### src/rtl/lcd_write_fsm.sv
// Byte writer for a 4-bit HD44780-style LCD bus: replays the power-on configuration
// bytes, then sends user bytes as two enable-strobed nibbles followed by an execution wait.
module lcd_write_fsm #(
  parameter int T_SETUP = 2,
  parameter int T_PULSE = 12,
  parameter int T_HOLD  = 1,
  parameter int T_GAP   = 50,
  parameter int T_EXEC  = 2000,
  parameter int T_CLEAR = 82000
) (
  input  logic       clk,
  input  logic       reset,
  input  logic       init_done,
  input  logic       cmd_valid,
  input  logic       cmd_rs,
  input  logic [7:0] cmd_data,
  output logic       cmd_ready,
  output logic       cfg_done,
  output logic       lcd_e,
  output logic       lcd_rs,
  output logic       lcd_rw,
  output logic [3:0] sf_d
);

  // state     | meaning
  // WAIT_INIT | waiting for init_done, bus idle
  // CFG_LOAD  | latch configuration byte k
  // IDLE      | ready for a user byte
  // U_SETUP   | upper nibble on bus, E low
  // U_PULSE   | upper nibble, E high
  // U_HOLD    | upper nibble held, E low
  // GAP       | inter-nibble gap, bus zero
  // L_SETUP   | lower nibble on bus, E low
  // L_PULSE   | lower nibble, E high
  // L_HOLD    | lower nibble held, E low
  // EXEC      | LCD execution wait
  localparam logic [3:0] WAIT_INIT = 4'd0;
  localparam logic [3:0] CFG_LOAD  = 4'd1;
  localparam logic [3:0] IDLE      = 4'd2;
  localparam logic [3:0] U_SETUP   = 4'd3;
  localparam logic [3:0] U_PULSE   = 4'd4;
  localparam logic [3:0] U_HOLD    = 4'd5;
  localparam logic [3:0] GAP       = 4'd6;
  localparam logic [3:0] L_SETUP   = 4'd7;
  localparam logic [3:0] L_PULSE   = 4'd8;
  localparam logic [3:0] L_HOLD    = 4'd9;
  localparam logic [3:0] EXEC      = 4'd10;

  localparam logic [16:0] LD_SETUP = 17'(T_SETUP - 1);
  localparam logic [16:0] LD_PULSE = 17'(T_PULSE - 1);
  localparam logic [16:0] LD_HOLD  = 17'(T_HOLD - 1);
  localparam logic [16:0] LD_GAP   = 17'(T_GAP - 1);
  localparam logic [16:0] LD_EXEC  = 17'(T_EXEC - 1);
  localparam logic [16:0] LD_CLEAR = 17'(T_CLEAR - 1);

  logic [3:0]  state;
  logic [16:0] cnt;
  logic [1:0]  cfg_idx;
  logic [7:0]  xfer_byte;
  logic        xfer_rs;
  logic        is_clear;
  logic        in_upper;
  logic        in_lower;

  function automatic logic [7:0] cfg_byte(input logic [1:0] idx);
    case (idx)
      2'd0:    return 8'h28;
      2'd1:    return 8'h06;
      2'd2:    return 8'h0C;
      default: return 8'h01;
    endcase
  endfunction

  assign is_clear = !xfer_rs && (xfer_byte == 8'h01 || xfer_byte == 8'h02);

  // cnt is a down-counter loaded with (duration - 1) on state entry; zero is terminal.
  always_ff @(posedge clk or posedge reset) begin
    if (reset) begin
      state     <= WAIT_INIT;
      cnt       <= '0;
      cfg_idx   <= '0;
      cfg_done  <= 1'b0;
      xfer_byte <= '0;
      xfer_rs   <= 1'b0;
    end else if (!init_done && state != WAIT_INIT) begin
      state     <= WAIT_INIT;
      cnt       <= '0;
      cfg_idx   <= '0;
      cfg_done  <= 1'b0;
      xfer_byte <= '0;
      xfer_rs   <= 1'b0;
    end else begin
      case (state)
        WAIT_INIT: begin
          cnt <= '0;
          if (init_done) state <= CFG_LOAD;
        end
        CFG_LOAD: begin
          xfer_byte <= cfg_byte(cfg_idx);
          xfer_rs   <= 1'b0;
          cnt       <= LD_SETUP;
          state     <= U_SETUP;
        end
        IDLE: begin
          cnt <= '0;
          if (cmd_valid) begin
            xfer_byte <= cmd_data;
            xfer_rs   <= cmd_rs;
            cnt       <= LD_SETUP;
            state     <= U_SETUP;
          end
        end
        U_SETUP: if (cnt != '0) cnt <= cnt - 17'd1;
                 else begin state <= U_PULSE; cnt <= LD_PULSE; end
        U_PULSE: if (cnt != '0) cnt <= cnt - 17'd1;
                 else begin state <= U_HOLD; cnt <= LD_HOLD; end
        U_HOLD:  if (cnt != '0) cnt <= cnt - 17'd1;
                 else begin state <= GAP; cnt <= LD_GAP; end
        GAP:     if (cnt != '0) cnt <= cnt - 17'd1;
                 else begin state <= L_SETUP; cnt <= LD_SETUP; end
        L_SETUP: if (cnt != '0) cnt <= cnt - 17'd1;
                 else begin state <= L_PULSE; cnt <= LD_PULSE; end
        L_PULSE: if (cnt != '0) cnt <= cnt - 17'd1;
                 else begin state <= L_HOLD; cnt <= LD_HOLD; end
        L_HOLD:  if (cnt != '0) cnt <= cnt - 17'd1;
                 else begin state <= EXEC; cnt <= is_clear ? LD_CLEAR : LD_EXEC; end
        EXEC: begin
          if (cnt != '0) begin
            cnt <= cnt - 17'd1;
          end else if (cfg_done) begin
            state <= IDLE;
          end else if (cfg_idx == 2'd3) begin
            cfg_done <= 1'b1;
            state    <= IDLE;
          end else begin
            cfg_idx <= cfg_idx + 2'd1;
            state   <= CFG_LOAD;
          end
        end
        default: begin
          state <= WAIT_INIT;
          cnt   <= '0;
        end
      endcase
    end
  end

  always_comb begin
    in_upper  = (state == U_SETUP) || (state == U_PULSE) || (state == U_HOLD);
    in_lower  = (state == L_SETUP) || (state == L_PULSE) || (state == L_HOLD);
    cmd_ready = (state == IDLE);
    lcd_e     = (state == U_PULSE) || (state == L_PULSE);
    lcd_rs    = (in_upper || in_lower || state == GAP) ? xfer_rs : 1'b0;
    lcd_rw    = 1'b0;
    sf_d      = 4'd0;
    if (in_upper)      sf_d = xfer_byte[7:4];
    else if (in_lower) sf_d = xfer_byte[3:0];
  end

endmodule

### config.mk
export PLATFORM = sky130hd
export DESIGN_NAME = lcd_write_fsm
export DESIGN_NICKNAME = d
export VERILOG_FILES = /design/src/rtl/lcd_write_fsm.sv
export SDC_FILE = /design/constraint.sdc
export NUM_CORES = 1
export LEC_CHECK = 0
export BUFFER_PORTS_ARGS = -buffer_cell sky130_fd_sc_hd__buf_2
export CORE_ASPECT_RATIO = 0.75
export CORE_MARGIN = 2
export CORE_UTILIZATION = 55
export CTS_CLUSTER_DIAMETER = 200
export CTS_CLUSTER_SIZE = 10
export DETAILED_ROUTE_END_ITERATION = 12
export HOLD_SLACK_MARGIN = 0.02
export MAX_ROUTING_LAYER = met4
export PLACE_DENSITY = 0.75
export SETUP_SLACK_MARGIN = 0.2
export SLEW_MARGIN = 30
export SYNTH_ARGS = -nofsm -noshare
export SYNTH_HDL_FRONTEND = slang
export SYNTH_SLANG_ARGS = --single-unit
### constraint.sdc
create_clock -name clk -period 7.6 [get_ports clk]
set_input_delay 0.38 -clock clk [delete_from_list [all_inputs] [get_ports clk]]
set_output_delay 0.38 -clock clk [all_outputs]
set_load 0.01 [all_outputs]
==> results of run 1 <==
[layout by cell type (no fill, tap or decap), types with 7 or more instances in the layout]
cell,instances
sky130_fd_sc_hd__nor3_1,9
sky130_fd_sc_hd__a21oi_1,13
sky130_fd_sc_hd__buf_2,20
sky130_fd_sc_hd__ha_1,7
sky130_fd_sc_hd__dfrtp_1,33
sky130_fd_sc_hd__xor2_1,11
sky130_fd_sc_hd__inv_1,8
sky130_fd_sc_hd__nand2_1,32
sky130_fd_sc_hd__o21ai_0,12
sky130_fd_sc_hd__nor2_1,29
[logic make-up (layout without fill, tap and decap cells)]
group / count (synthesis) / count (layout) / synth area share [%]
simple gates: 115 / 115 / 24.6
mux: 10 / 10 / 4.56
xor+xnor: 16 / 16 / 5.94
buf+inv: 27 / 38 / 4.99
fa+ha+maj: 8 / 8 / 4.14
other cells: 1 / 1 / 0.159
compound gates: 66 / 66 / 20.6
flops: 33 / 33 / 35.0
[power by group through the flow]
stage	Combinational, mW	Clock (mW)	Sequential [mW]
final	0.878	0.177	0.324
after global placement	0.847	0	0.320
after detailed placement	0.850	0	0.322
after floorplan	0.778	0	0.269
after CTS	0.859	0.178	0.320
after global routing	0.974	0.185	0.332
[worst paths after layout]
| path | startpoint | endpoint | slack [ns] | cells after the start |
|---|---|---|---|---|
| worst max-delay path | cnt[2] | cnt[6] | 4.58 | 5 |
| worst min-delay path | reset | cnt[6] | 0.16 | 3 |
| worst max register to register | cnt[2] | cnt[6] | 4.58 | 5 |
| worst min register to register | cnt[11] | cnt[11] | 0.57 | 2 |
| max in group asynchronous | reset | cfg_done | 7.13 | 3 |
| min in group clk | cmd_data[2] | xfer_byte[2] | 0.33 | 3 |
[stage by stage]
| stage | hold WS, ns | setup slack (ns) |
|---|---|---|
| floorplan | 0.494 | 5.23 |
| global placement | 0.493 | 4.68 |
| detailed placement | 0.494 | 4.62 |
| CTS | 0.170 | 4.60 |
| global route | 0.228 | 4.44 |
| finish | 0.158 | 4.58 |
[layer usage]
metal / GRT usage, % / vias to the layer above / part of all wire (%)
li1: - / 1022 / -
met4: 9.11 / 0 / 1.5
met1: 39.1 / 1007 / 49
met5: - / - / 0
met3: 7.29 / 13 / 8.1
met2: 37.9 / 82 / 41
[sequential cells by signal, indices dropped and copies added, names as in the netlist]
name,cells
cfg_idx,2
xfer_byte,8
state,4
xfer_rs,1
cnt,17
cfg_done,1
[layout make-up]
type | instances | area [um2]
Fill cell | 351 | 1510
Clock buffer | 7 | 86.3
Inverter | 9 | 33.8
Clock inverter | 1 | 30.0
Sequential cell | 33 | 826
Timing Repair Buffer | 21 | 108
Multi-Input combinational cell | 216 | 1420
Tap cell | 55 | 68.8
[worst register-to-register path, delay by kind of cell (launching register included)]
kind | cells | cell delay [ns]
simple gates | 3 | 1.57
flops | 1 | 0.41
compound gates | 2 | 0.89
==> qor.tcl, run 1 <==
set qor(post-cts-setup-buffer-count) 0
set qor(synthTopCellsByCount) {sky130_fd_sc_hd__dfrtp_1, sky130_fd_sc_hd__nand2_1, sky130_fd_sc_hd__nor2_1, sky130_fd_sc_hd__a21oi_1, sky130_fd_sc_hd__o21ai_0}
set qor(async_reset_ff_share_pct) 100
set qor(cts_repair_resize_count) 0
set qor(dieHeight_um) 60.7
set qor(maxClockFrequency_mhz) 331
set qor(fin_crit_sh_pct) 39.8
set qor(worstPathMaxFanout) 13
set qor(synth_fp_nets) 296
set qor(route.vias.total) 2124
set qor(post_synth_num_cell_types) 63
set qor(dieArea_mm2) 0.00483
set qor(worst_path_max_delay_cell) {sky130_fd_sc_hd__o31ai_2}
set qor(tritoncts) {yes}
set qor(yosys.area.top_type) {sky130_fd_sc_hd__dfrtp_1}
set qor(data_required_time_at_the_worst_endpoint_ns) 7.74
set qor(start_util_pct) 57.8
set qor(pwr-share-clk_pct) 12.8
set qor(cts_inserted_buffers) 5
set qor(power.internal_mw) 0.670
set qor(yosysMostFrequentCell) {sky130_fd_sc_hd__dfrtp_1}
set qor(drive_above_1_share_pct) 15.0
set qor(antenna_cells_inserted) 0
set qor(place.detailed.instances) 334
set qor(grt_start_max_net_pins) 34
set qor(clock_skew_ns) 0.00914
set qor(globalRouteOverflowTotal) 0
set qor(synthesis.area_mm2) 0.00236
set qor(grt_first_pass_wirelength_um) 9600
set qor(place.port_buffers) 20
set qor(worst_hold_path_type) {in -> async}
set qor(peakVddDrop_uv) 251
set qor(critPathCaptureType) {flop}
set qor(setup_tns_ns) 0
set qor(run_status) {complete, no violations}
set qor(switching_power_summed_over_all_nets_mw) 0.709
set qor(synth.top_cells.by_area) {sky130_fd_sc_hd__dfrtp_1, sky130_fd_sc_hd__nand2_1, sky130_fd_sc_hd__nor2_1, sky130_fd_sc_hd__xor2_1, sky130_fd_sc_hd__ha_1}
set qor(p_total_mw) 1.38
set qor(tritoncts_num_sinks) 33
set qor(groute.usage.overall_pct) 27.5
set qor(slew_at_the_pin_with_the_worst_max_slew_slack_ns) 0.981
set qor(flow.area_growth_from_synthesis_pct) 9.08
set qor(pwr_density_cell_mw_per_mm2) 536
set qor(vias_per_cell) 6.21
set qor(drc) 0
set qor(core.rowCount) 20
set qor(grt_antenna_before_repair) 0
set qor(seq_area_frac_synth_pct) 35.0
set qor(syn-instance-count) 276
set qor(setup.worst_path.start_class) {flop}
set qor(initialDrtViolationCount) 253
set qor(layout_min_cycle_time_ns) 3.02
set qor(die_width_um) 79.6
set qor(post-route-cell-area_mm2) 0.00257
set qor(share_comb_of_total_power_pct) 63.7
set qor(synth_flop_type) {sky130_fd_sc_hd__dfrtp_1}
set qor(timing_worst_setup_path_type) {reg -> reg}
set qor(crit_path_cell_trace) {or4_1, or4_1, o31ai_2, nand2b_1, o31ai_1}
set qor(timing.final.setup_violations) 0
set qor(h_tree_levels) 2
set qor(final_core_utilization_pct) 63.0
set qor(timing.critical_path.buf_inv) 0
set qor(detailedRoute.firstPassIterationCount) 5
set qor(ys.warnings.count) 0
set qor(crit_path_leading_delay_family) {simple AND/OR/NAND/NOR gates}
set qor(cts_buffer_depth) 2
set qor(clkSlewWorstSetupHoldPaths_ns) 0.07
set qor(power_frac_seq_pct) 23.5
set qor(netSwitchingFraction_pct) 51.4
set qor(routabilityCongestion) 0.850
set qor(max_cap_violations) 0
set qor(post-synth-top-area-fraction_pct) 35.0
set qor(power.leakage_nw) 1.15
set qor(design.portCount) 22
set qor(holdBufCountCts) 0
set qor(cp_common_cell) {sky130_fd_sc_hd__or4_1}
set qor(ys_seq_elements) 33
set qor(slew_headroom_pct) 34.4
set qor(rsz0062_at_grt) {false}
set qor(syn_area_per_cell_um2) 8.54
set qor(cts_root_buf) {sky130_fd_sc_hd__clkbuf_8}
set qor(detailedPlacementHpwl_um) 4080
set qor(finalNonFillerCells) 342
set qor(post_dp_cell_area_mm2) 0.00245
set qor(first_global_vias) 1926
set qor(finish.net_count) 306
set qor(route.final.wire_length_um) 5810
set qor(number_of_flops_mapped_to_enable_cells_by_yosys) 0
set qor(clk-insertion-delay-late_ns) 0.30
set qor(timing_max_transition_violations_final) 0
set qor(crit_arrival_ns) 3.17
set qor(ant_nets) 0
set qor(core_outline_area_mm2) 0.00408
set qor(post_detailed_route_wirelength_per_cell_um) 17.0
set qor(hold_viol_final) 0
set qor(critPathMaxStageDelay_ns) 0.81
(Power assumes the default switching activity.)
==> run 2, diff against run 1 <==
--- a/config.mk
+++ b/config.mk
@@ -5,6 +5,7 @@
 export SDC_FILE = /design/constraint.sdc
 export NUM_CORES = 1
 export LEC_CHECK = 0
+export ABC_AREA = 1
 export BUFFER_PORTS_ARGS = -buffer_cell sky130_fd_sc_hd__buf_2
 export CORE_ASPECT_RATIO = 0.75
 export CORE_MARGIN = 2
==> constraint.sdc (replaced) <==
create_clock -name clk -period 3.1 [get_ports clk]
set_input_delay 0.155 -clock clk [delete_from_list [all_inputs] [get_ports clk]]
set_output_delay 0.155 -clock clk [all_outputs]
set_load 0.01 [all_outputs]
==> run 2 against run 1 <==
Effect of this change:
- count of clock-buffer cells in the layout is 2 lower
- area after synthesis is 1.5% lower
- critical endpoint is now lcd_rs
- utilization is 1.0 points higher
- hold slack worse by 0.044 ns
- cell count is 21% higher
- non-clock buffer count is 1 higher
- die area is 1.4% lower
- critical path depth is 1 higher
- first-iteration DRC count is 17% lower
- cell area is 0.97% higher
- clock skew is 0.00099 ns lower
- worst setup slack worse by 3.4 ns
==> qor.tcl, run 2 <==
set qor(async_reset_ff_share_pct) 100 ;# unchanged
set qor(worstRegToRegCells) 11 ;# +6
set qor(grt_first_pass_wirelength_um) 9150 ;# -4.7%
set qor(antenna_cells_inserted) 0 ;# unchanged
set qor(synth_fp_nets) 352 ;# +19%
set qor(dieHeight_um) 60.3 ;# -0.72%
set qor(yosys.area.top_type) {sky130_fd_sc_hd__dfrtp_1}
set qor(worst_path_max_delay_cell) {sky130_fd_sc_hd__dfrtp_1}
set qor(drc) 0 ;# unchanged
set qor(h_tree_levels) 2 ;# unchanged
set qor(dieArea_mm2) 0.00476 ;# -1.4%
set qor(mostFrequentLayoutCells) {sky130_fd_sc_hd__nand2_1, sky130_fd_sc_hd__inv_1, sky130_fd_sc_hd__nor2_1, sky130_fd_sc_hd__dfrtp_1, sky130_fd_sc_hd__buf_2}
set qor(critical_path_cell_count) 6 ;# +1
set qor(layout_min_cycle_time_ns) 1.97
set qor(largest_reg_flops) 17 ;# unchanged
set qor(setup.worst_path.start_class) {flop}
set qor(die_width_um) 79.0 ;# -0.73%
set qor(route.vias.total) 2152 ;# +1.3%
set qor(clock_skew_ns) 0.00815 ;# -0.000993 ns
set qor(data_required_time_at_the_worst_endpoint_ns) 2.94 ;# -4.80 ns
set qor(rsz0062_at_grt) {false}
set qor(cts_buffer_depth) 2 ;# unchanged
set qor(route.final.wire_length_um) 5350 ;# -8.0%
set qor(start_util_pct) 57.3 ;# -0.54 points
set qor(post-cts-setup-buffer-count) 0 ;# unchanged
set qor(cts_root_buf) {sky130_fd_sc_hd__clkbuf_8}
set qor(routabilityCongestion) 0.999 ;# +17%
set qor(clk-insertion-delay-late_ns) 0.29 ;# about the same
set qor(syn-instance-count) 332 ;# +20%
set qor(grt_start_max_net_pins) 19 ;# -44%
set qor(layout.cells.most_common) {sky130_fd_sc_hd__nand2_1}
set qor(vias_per_cell) 5.20 ;# -16%
set qor(slew_headroom_pct) 52.6 ;# +18 points
set qor(crit_path_leading_delay_family) {compound AO/OA/AOI/OAI gates}
set qor(core.rowCount) 20 ;# unchanged
set qor(timing.final.setup_violations) 0 ;# unchanged
set qor(timing_max_transition_violations_final) 0 ;# unchanged
set qor(hold_viol_final) 0 ;# unchanged
set qor(crit_arrival_ns) 1.82 ;# -1.35 ns
set qor(number_of_flops_mapped_to_enable_cells_by_yosys) 0 ;# unchanged
set qor(worstPathMaxFanout) 6 ;# -7
set qor(pre_cts_slack_ns) 1.24 ;# -3.38 ns
set qor(fillers) 369 ;# +5.1%
set qor(register_with_the_highest_flop_count) {cnt}
set qor(detailedPlacementHpwl_um) 4160 ;# +1.9%
set qor(design.portCount) 22 ;# unchanged
set qor(setup_tns_ns) 0 ;# unchanged
set qor(maxClockFrequency_mhz) 508
set qor(finish.net_count) 378 ;# +24%
set qor(timing.critical_path.buf_inv) 3 ;# +3
set qor(worst_hold_path_type) {in -> reg}
set qor(cts_repair_resize_count) 0 ;# unchanged
set qor(ant_nets) 0 ;# unchanged
set qor(yosysMostFrequentCell) {sky130_fd_sc_hd__nand2_1}
set qor(first_global_vias) 1957 ;# +1.6%
set qor(max_cap_violations) 0 ;# unchanged
set qor(synthesis.area_mm2) 0.00232 ;# -1.5%
set qor(finalWorstSetupSlack_ns) 1.13 ;# -3.45 ns
set qor(groute.usage.overall_pct) 26.6 ;# -0.91 points
set qor(initialDrtViolationCount) 209 ;# -17%
set qor(critPathCaptureType) {primary output}
set qor(tritoncts_num_sinks) 33 ;# unchanged
set qor(syn_area_per_cell_um2) 6.99 ;# -18%
set qor(flow.area_growth_from_synthesis_pct) 11.9
set qor(worst_hold_path.num_cells) 3
set qor(post-synth-top-area-fraction_pct) 35.6 ;# +0.55 points
set qor(post_detailed_route_wirelength_per_cell_um) 12.9 ;# -24%
set qor(clkSlewWorstSetupHoldPaths_ns) 0.07 ;# about the same
set qor(post_synth_num_cell_types) 31 ;# -51%
set qor(grt_antenna_before_repair) 0 ;# unchanged
set qor(timing_worst_setup_path_type) {reg -> out}
set qor(fin_crit_sh_pct) 63.6
set qor(ys_seq_elements) 33 ;# unchanged
set qor(cts_inserted_buffers) 5 ;# unchanged
set qor(ys.warnings.count) 0 ;# unchanged
set qor(synth.top_cells.by_area) {sky130_fd_sc_hd__dfrtp_1, sky130_fd_sc_hd__nand2_1, sky130_fd_sc_hd__inv_1, sky130_fd_sc_hd__nor2_1, sky130_fd_sc_hd__ha_1}
set qor(detailedRoute.firstPassIterationCount) 5 ;# unchanged
set qor(seq_area_frac_synth_pct) 35.6 ;# +0.55 points
set qor(tritoncts) {yes}
set qor(run_status) {complete, no violations}
set qor(regs_by_ff_count) {cnt (17), xfer_byte (8), state (4)}
set qor(synth_flop_type) {sky130_fd_sc_hd__dfrtp_1}
set qor(final_core_utilization_pct) 64.0 ;# +1.0 points
set qor(globalRouteOverflowTotal) 0 ;# unchanged
set qor(place.port_buffers) 20 ;# unchanged
set qor(drive_above_1_share_pct) 16.2 ;# +1.2 points
set qor(critPathMaxStageDelay_ns) 0.44 ;# -0.37 ns
set qor(core_outline_area_mm2) 0.00405 ;# -0.61%
set qor(synthTopCellsByCount) {sky130_fd_sc_hd__nand2_1, sky130_fd_sc_hd__inv_1, sky130_fd_sc_hd__nor2_1, sky130_fd_sc_hd__dfrtp_1}
set qor(crit_path_cell_trace) {inv_1, nand2_2, o22ai_1, inv_1, a21oi_1, buf_2}
set qor(slew_at_the_pin_with_the_worst_max_slew_slack_ns) 0.711 ;# -0.270 ns
set qor(cp_common_cell) {sky130_fd_sc_hd__inv_1}
## run 2: final timing paths
path                              start      endpoint  slack [ns]
max                            state[2]        lcd_rs        1.13
min                         cmd_data[7]  xfer_byte[7]        0.11
max reg2reg                      cnt[0]       cnt[12]        1.22
min reg2reg                xfer_byte[5]  xfer_byte[5]        0.51
max in group asynchronous         reset        cnt[4]        1.89
min in group asynchronous         reset      state[2]        0.52
## run 2: kinds of logic after synthesis
family	count (synthesis)	share of synthesized area, %
AO/OA/AOI/OAI	46	11.3
flip-flops	33	35.6
other	1	0.162
buffers and inverters	58	10.0
AND/OR/NAND/NOR	176	35.0
adder cells (fa/ha/maj)	7	3.77
XOR/XNOR	11	4.15
## run 2: per-layer routing
layer	up-vias	share of wire, %	GRT usage, %
li1	1094	-	-
met1	972	50	38.7
met2	82	41	36.2
met3	4	7.9	6.95
met4	0	1.0	7.39
met5	-	0	-
## run 2: repair_timing
action                                  in CTS  in global routing
hold buffers                                 1                  0
endpoints found under the setup margin       0                  0
hold endpoints to repair                    17                  0
## run 2: layout make-up
class                           instances  area (um2)  area share [%]
Clock buffer                            5        68.8            2.65
Sequential cell                        33         826            31.8
Clock inverter                          3        46.3            1.78
Multi-Input combinational cell        241        1260            48.6
Inverter                               55         206            7.95
Timing Repair Buffer                   22         118            4.53
Tap cell                               55        68.8            2.65
## run 2: through the flow
stage / hold WS [ns] / cells / area [um2]
finish: 0.114 / 414 / 2600
global route: 0.120 / 414 / 2600
CTS: 0.111 / 414 / 2600
detailed placement: 0.318 / 405 / 2470
global placement: 0.315 / 405 / 2470
floorplan: 0.284 / 332 / 2320
## run 2: worst register-to-register path: cells and delay by family, from the launching register on
kind	cells	cell delay, ns
buf+inv	3	0.26
simple gates	6	0.66
compound gates	1	0.29
fa+ha+maj	1	0.16
flops	1	0.40
Power of run 2 is left out: the tool's default activity adds up to more than one toggle a clock period on the data nets, which glitch-free logic cannot reach.
==> run 3, diff against run 2 <==
--- a/config.mk
+++ b/config.mk
@@ -5,7 +5,7 @@
 export SDC_FILE = /design/constraint.sdc
 export NUM_CORES = 1
 export LEC_CHECK = 0
-export ABC_AREA = 1
+export ABC_AREA = 0
 export BUFFER_PORTS_ARGS = -buffer_cell sky130_fd_sc_hd__buf_2
 export CORE_ASPECT_RATIO = 0.75
 export CORE_MARGIN = 2
==> constraint.sdc (replaced) <==
create_clock -name clk -period 2.05 [get_ports clk]
set_input_delay 0.1025 -clock clk [delete_from_list [all_inputs] [get_ports clk]]
set_output_delay 0.1025 -clock clk [all_outputs]
set_load 0.01 [all_outputs]
==> run 3 against run 2 <==
Effect of this change:
- the run now ends with setup timing left
- sequential cell count did not move
- critical path depth is 1 higher
- sequential share of layout area down 6.8 points
- via count increased by 17%
- global-route usage grew 4.2 points
- wire length up 44%
- register-to-register slack lost 1.5 ns
- largest cell class unchanged
==> qor.tcl, run 3 (synthesis results as in run 1) <==
set qor(run_status) {complete, but fails checks}
set qor(violated_checks) {setup timing}
set qor(core_outline_area_mm2) 0.00408 ;# +0.62%
set qor(slew_at_the_pin_with_the_worst_max_slew_slack_ns) 0.531 ;# -0.180 ns
set qor(route.final.wire_length_um) 7710 ;# +44%
set qor(fin_crit_sh_pct) 112
set qor(finalWorstSetupSlack_ns) -0.247 ;# -1.38 ns
set qor(crit_path_leading_delay_family) {simple AND/OR/NAND/NOR gates}
set qor(dieHeight_um) 60.7 ;# +0.72%
set qor(timing_worst_setup_path_type) {reg -> reg}
set qor(flow.area_growth_from_synthesis_pct) 40.2
set qor(max_cap_violations) 0 ;# unchanged
set qor(drive_above_1_share_pct) 40.5 ;# +24 points
set qor(h_tree_levels) 2 ;# unchanged
set qor(crit_arrival_ns) 2.48 ;# +0.66 ns
set qor(worst_hold_path_type) {in -> reg}
set qor(clk-insertion-delay-late_ns) 0.30 ;# about the same
set qor(post_detailed_route_wirelength_per_cell_um) 19.2 ;# +49%
set qor(critPathCaptureType) {flop}
set qor(ant_nets) 0 ;# unchanged
set qor(cts_buffer_depth) 2 ;# unchanged
set qor(post-route-cell-area_mm2) 0.00330 ;# +27%
set qor(maxClockFrequency_mhz) 435
set qor(slew_headroom_pct) 64.3 ;# +12 points
set qor(start_util_pct) 57.8 ;# +0.54 points
set qor(layout_min_cycle_time_ns) 2.30
set qor(tritoncts) {yes}
set qor(setup.worst_path.start_class) {flop}
set qor(core.rowCount) 20 ;# unchanged
set qor(drc) 0 ;# unchanged
set qor(cts_root_buf) {sky130_fd_sc_hd__clkbuf_8}
set qor(largest_reg_flops) 17 ;# unchanged
set qor(critPathMaxStageDelay_ns) 0.57 ;# +0.13 ns
set qor(regs_by_ff_count) {cnt (17), xfer_byte (8), state (4)}
set qor(initialDrtViolationCount) 311 ;# +49%
set qor(hold_viol_final) 0 ;# unchanged
set qor(timing_max_transition_violations_final) 0 ;# unchanged
set qor(globalRouteOverflowTotal) 0 ;# unchanged
set qor(clkSlewWorstSetupHoldPaths_ns) 0.08 ;# about the same
set qor(timing.critical_path.buf_inv) 2 ;# -1
set qor(grt_first_pass_wirelength_um) 10700 ;# +17%
set qor(die_width_um) 79.6 ;# +0.74%
set qor(route.vias.total) 2517 ;# +17%
set qor(routabilityCongestion) 0.875 ;# -12%
set qor(crit_path_cell_trace) {or4_4, or4_4, buf_8, o31ai_4, buf_6, nand2b_4, o21ai_2}
set qor(post_dp_cell_area_mm2) 0.00277 ;# +12%
set qor(setup_tns_ns) -3.60 ;# -3.60 ns
set qor(groute.usage.overall_pct) 30.8 ;# +4.2 points
set qor(design.portCount) 22 ;# unchanged
set qor(cts_inserted_buffers) 5 ;# unchanged
set qor(mostFrequentLayoutCells) {sky130_fd_sc_hd__buf_4, sky130_fd_sc_hd__dfrtp_1, sky130_fd_sc_hd__nand2_1, sky130_fd_sc_hd__nor2_1, sky130_fd_sc_hd__buf_2}
set qor(place.port_buffers) 20 ;# unchanged
set qor(detailedRoute.firstPassIterationCount) 5 ;# unchanged
set qor(clock_skew_ns) 0.00702 ;# -0.00113 ns
set qor(register_with_the_highest_flop_count) {cnt}
set qor(worstPathMaxFanout) 6 ;# unchanged
set qor(finish.net_count) 365 ;# -3.4%
set qor(timing.reg2reg.setup_slack_ns) -0.25 ;# -1.47 ns
set qor(vias_per_cell) 6.28 ;# +21%
set qor(data_required_time_at_the_worst_endpoint_ns) 2.23 ;# -0.71 ns
set qor(grt_antenna_before_repair) 0 ;# unchanged
set qor(tritoncts_num_sinks) 33 ;# unchanged
set qor(pre_cts_slack_ns) -0.265 ;# -1.51 ns
set qor(cp_common_cell) {sky130_fd_sc_hd__or4_4}
set qor(rsz0062_at_grt) {true}
set qor(layout.cells.most_common) {sky130_fd_sc_hd__buf_4}
set qor(timing.final.setup_violations) 22 ;# +22
set qor(grt_start_max_net_pins) 34 ;# +15
set qor(detailedPlacementHpwl_um) 4700 ;# +13%
set qor(dieArea_mm2) 0.00483 ;# +1.5%
set qor(antenna_cells_inserted) 0 ;# unchanged
set qor(first_global_vias) 2101 ;# +7.4%
set qor(worst_path_max_delay_cell) {sky130_fd_sc_hd__or4_4}
==> run 3: cell types whose count changed in the layout (fill, tap and decap cells not counted), moves of 6 or more <==
cell / change
sky130_fd_sc_hd__nand2_1: -59
sky130_fd_sc_hd__o21ai_0: -7
sky130_fd_sc_hd__inv_1: -42
sky130_fd_sc_hd__nor3_1: +6
sky130_fd_sc_hd__nand3_1: -11
sky130_fd_sc_hd__a21oi_1: -8
sky130_fd_sc_hd__buf_4: +43
sky130_fd_sc_hd__a21oi_2: +10
sky130_fd_sc_hd__buf_6: +13
sky130_fd_sc_hd__nor2_4: -7
sky130_fd_sc_hd__nor2_1: -14
==> run 3: timing repair <==
action,CTS,global route
gates resized for setup,24,43
gates cloned,0,2
hold buffers,1,0
setup endpoints to repair,26,30
buffers inserted,8,7
pin swaps,13,7
endpoints found under the hold margin,33,0
==> run 3: area by class of cell <==
cell class                 instances  area (um2)
clock buffer                       5        68.8
clock inverter                     3        46.3
fill                             262         774
inverter                           9        36.3
multi-input combinational        216        1620
sequential                        33         826
tap                               55        68.8
timing repair buffer              80         642
==> run 3: worst reg2reg max path, cell delays in order, from the launching register on <==
cell	delay, ns
sky130_fd_sc_hd__dfrtp_1	0.41
sky130_fd_sc_hd__or4_4	0.57
sky130_fd_sc_hd__or4_4	0.44
sky130_fd_sc_hd__buf_8	0.16
sky130_fd_sc_hd__o31ai_4	0.24
sky130_fd_sc_hd__buf_6	0.17
sky130_fd_sc_hd__nand2b_4	0.14
sky130_fd_sc_hd__o21ai_2	0.06
==> run 3: through the flow <==
stage / cells / utilization (%) / hold slack, ns
finish: 401 / 81.0 / 0.0525
global route: 401 / 81.0 / 0.0539
CTS: 392 / 74.7 / 0.0544
detailed placement: 375 / 67.9 / 0.220
global placement: 375 / 67.9 / 0.214
floorplan: 276 / - / 0.231
==> run 3: final timing paths <==
| check | cells after the start | to | startpoint |
|---|---|---|---|
| setup / recovery | 7 | cnt[3] | cnt[4] |
| hold / removal | 3 | xfer_byte[5] | cmd_data[5] |
| setup reg to reg | 7 | cnt[3] | cnt[4] |
| hold reg to reg | 2 | cnt[1] | cnt[1] |
| max in group asynchronous | 4 | cnt[15] | reset |
| min in group asynchronous | 4 | cfg_done | reset |
==> run 3: routing by layer <==
metal,part of all wire (%),up-vias,wire (um),GRT usage [%]
li1,-,1146,-,-
met1,42,1203,3240,44.7
met2,46,146,3580,44.4
met3,9.5,22,734,6.10
met4,2.0,0,154,7.39
met5,0,-,0,-
Power of run 3 is left out for the same reason.
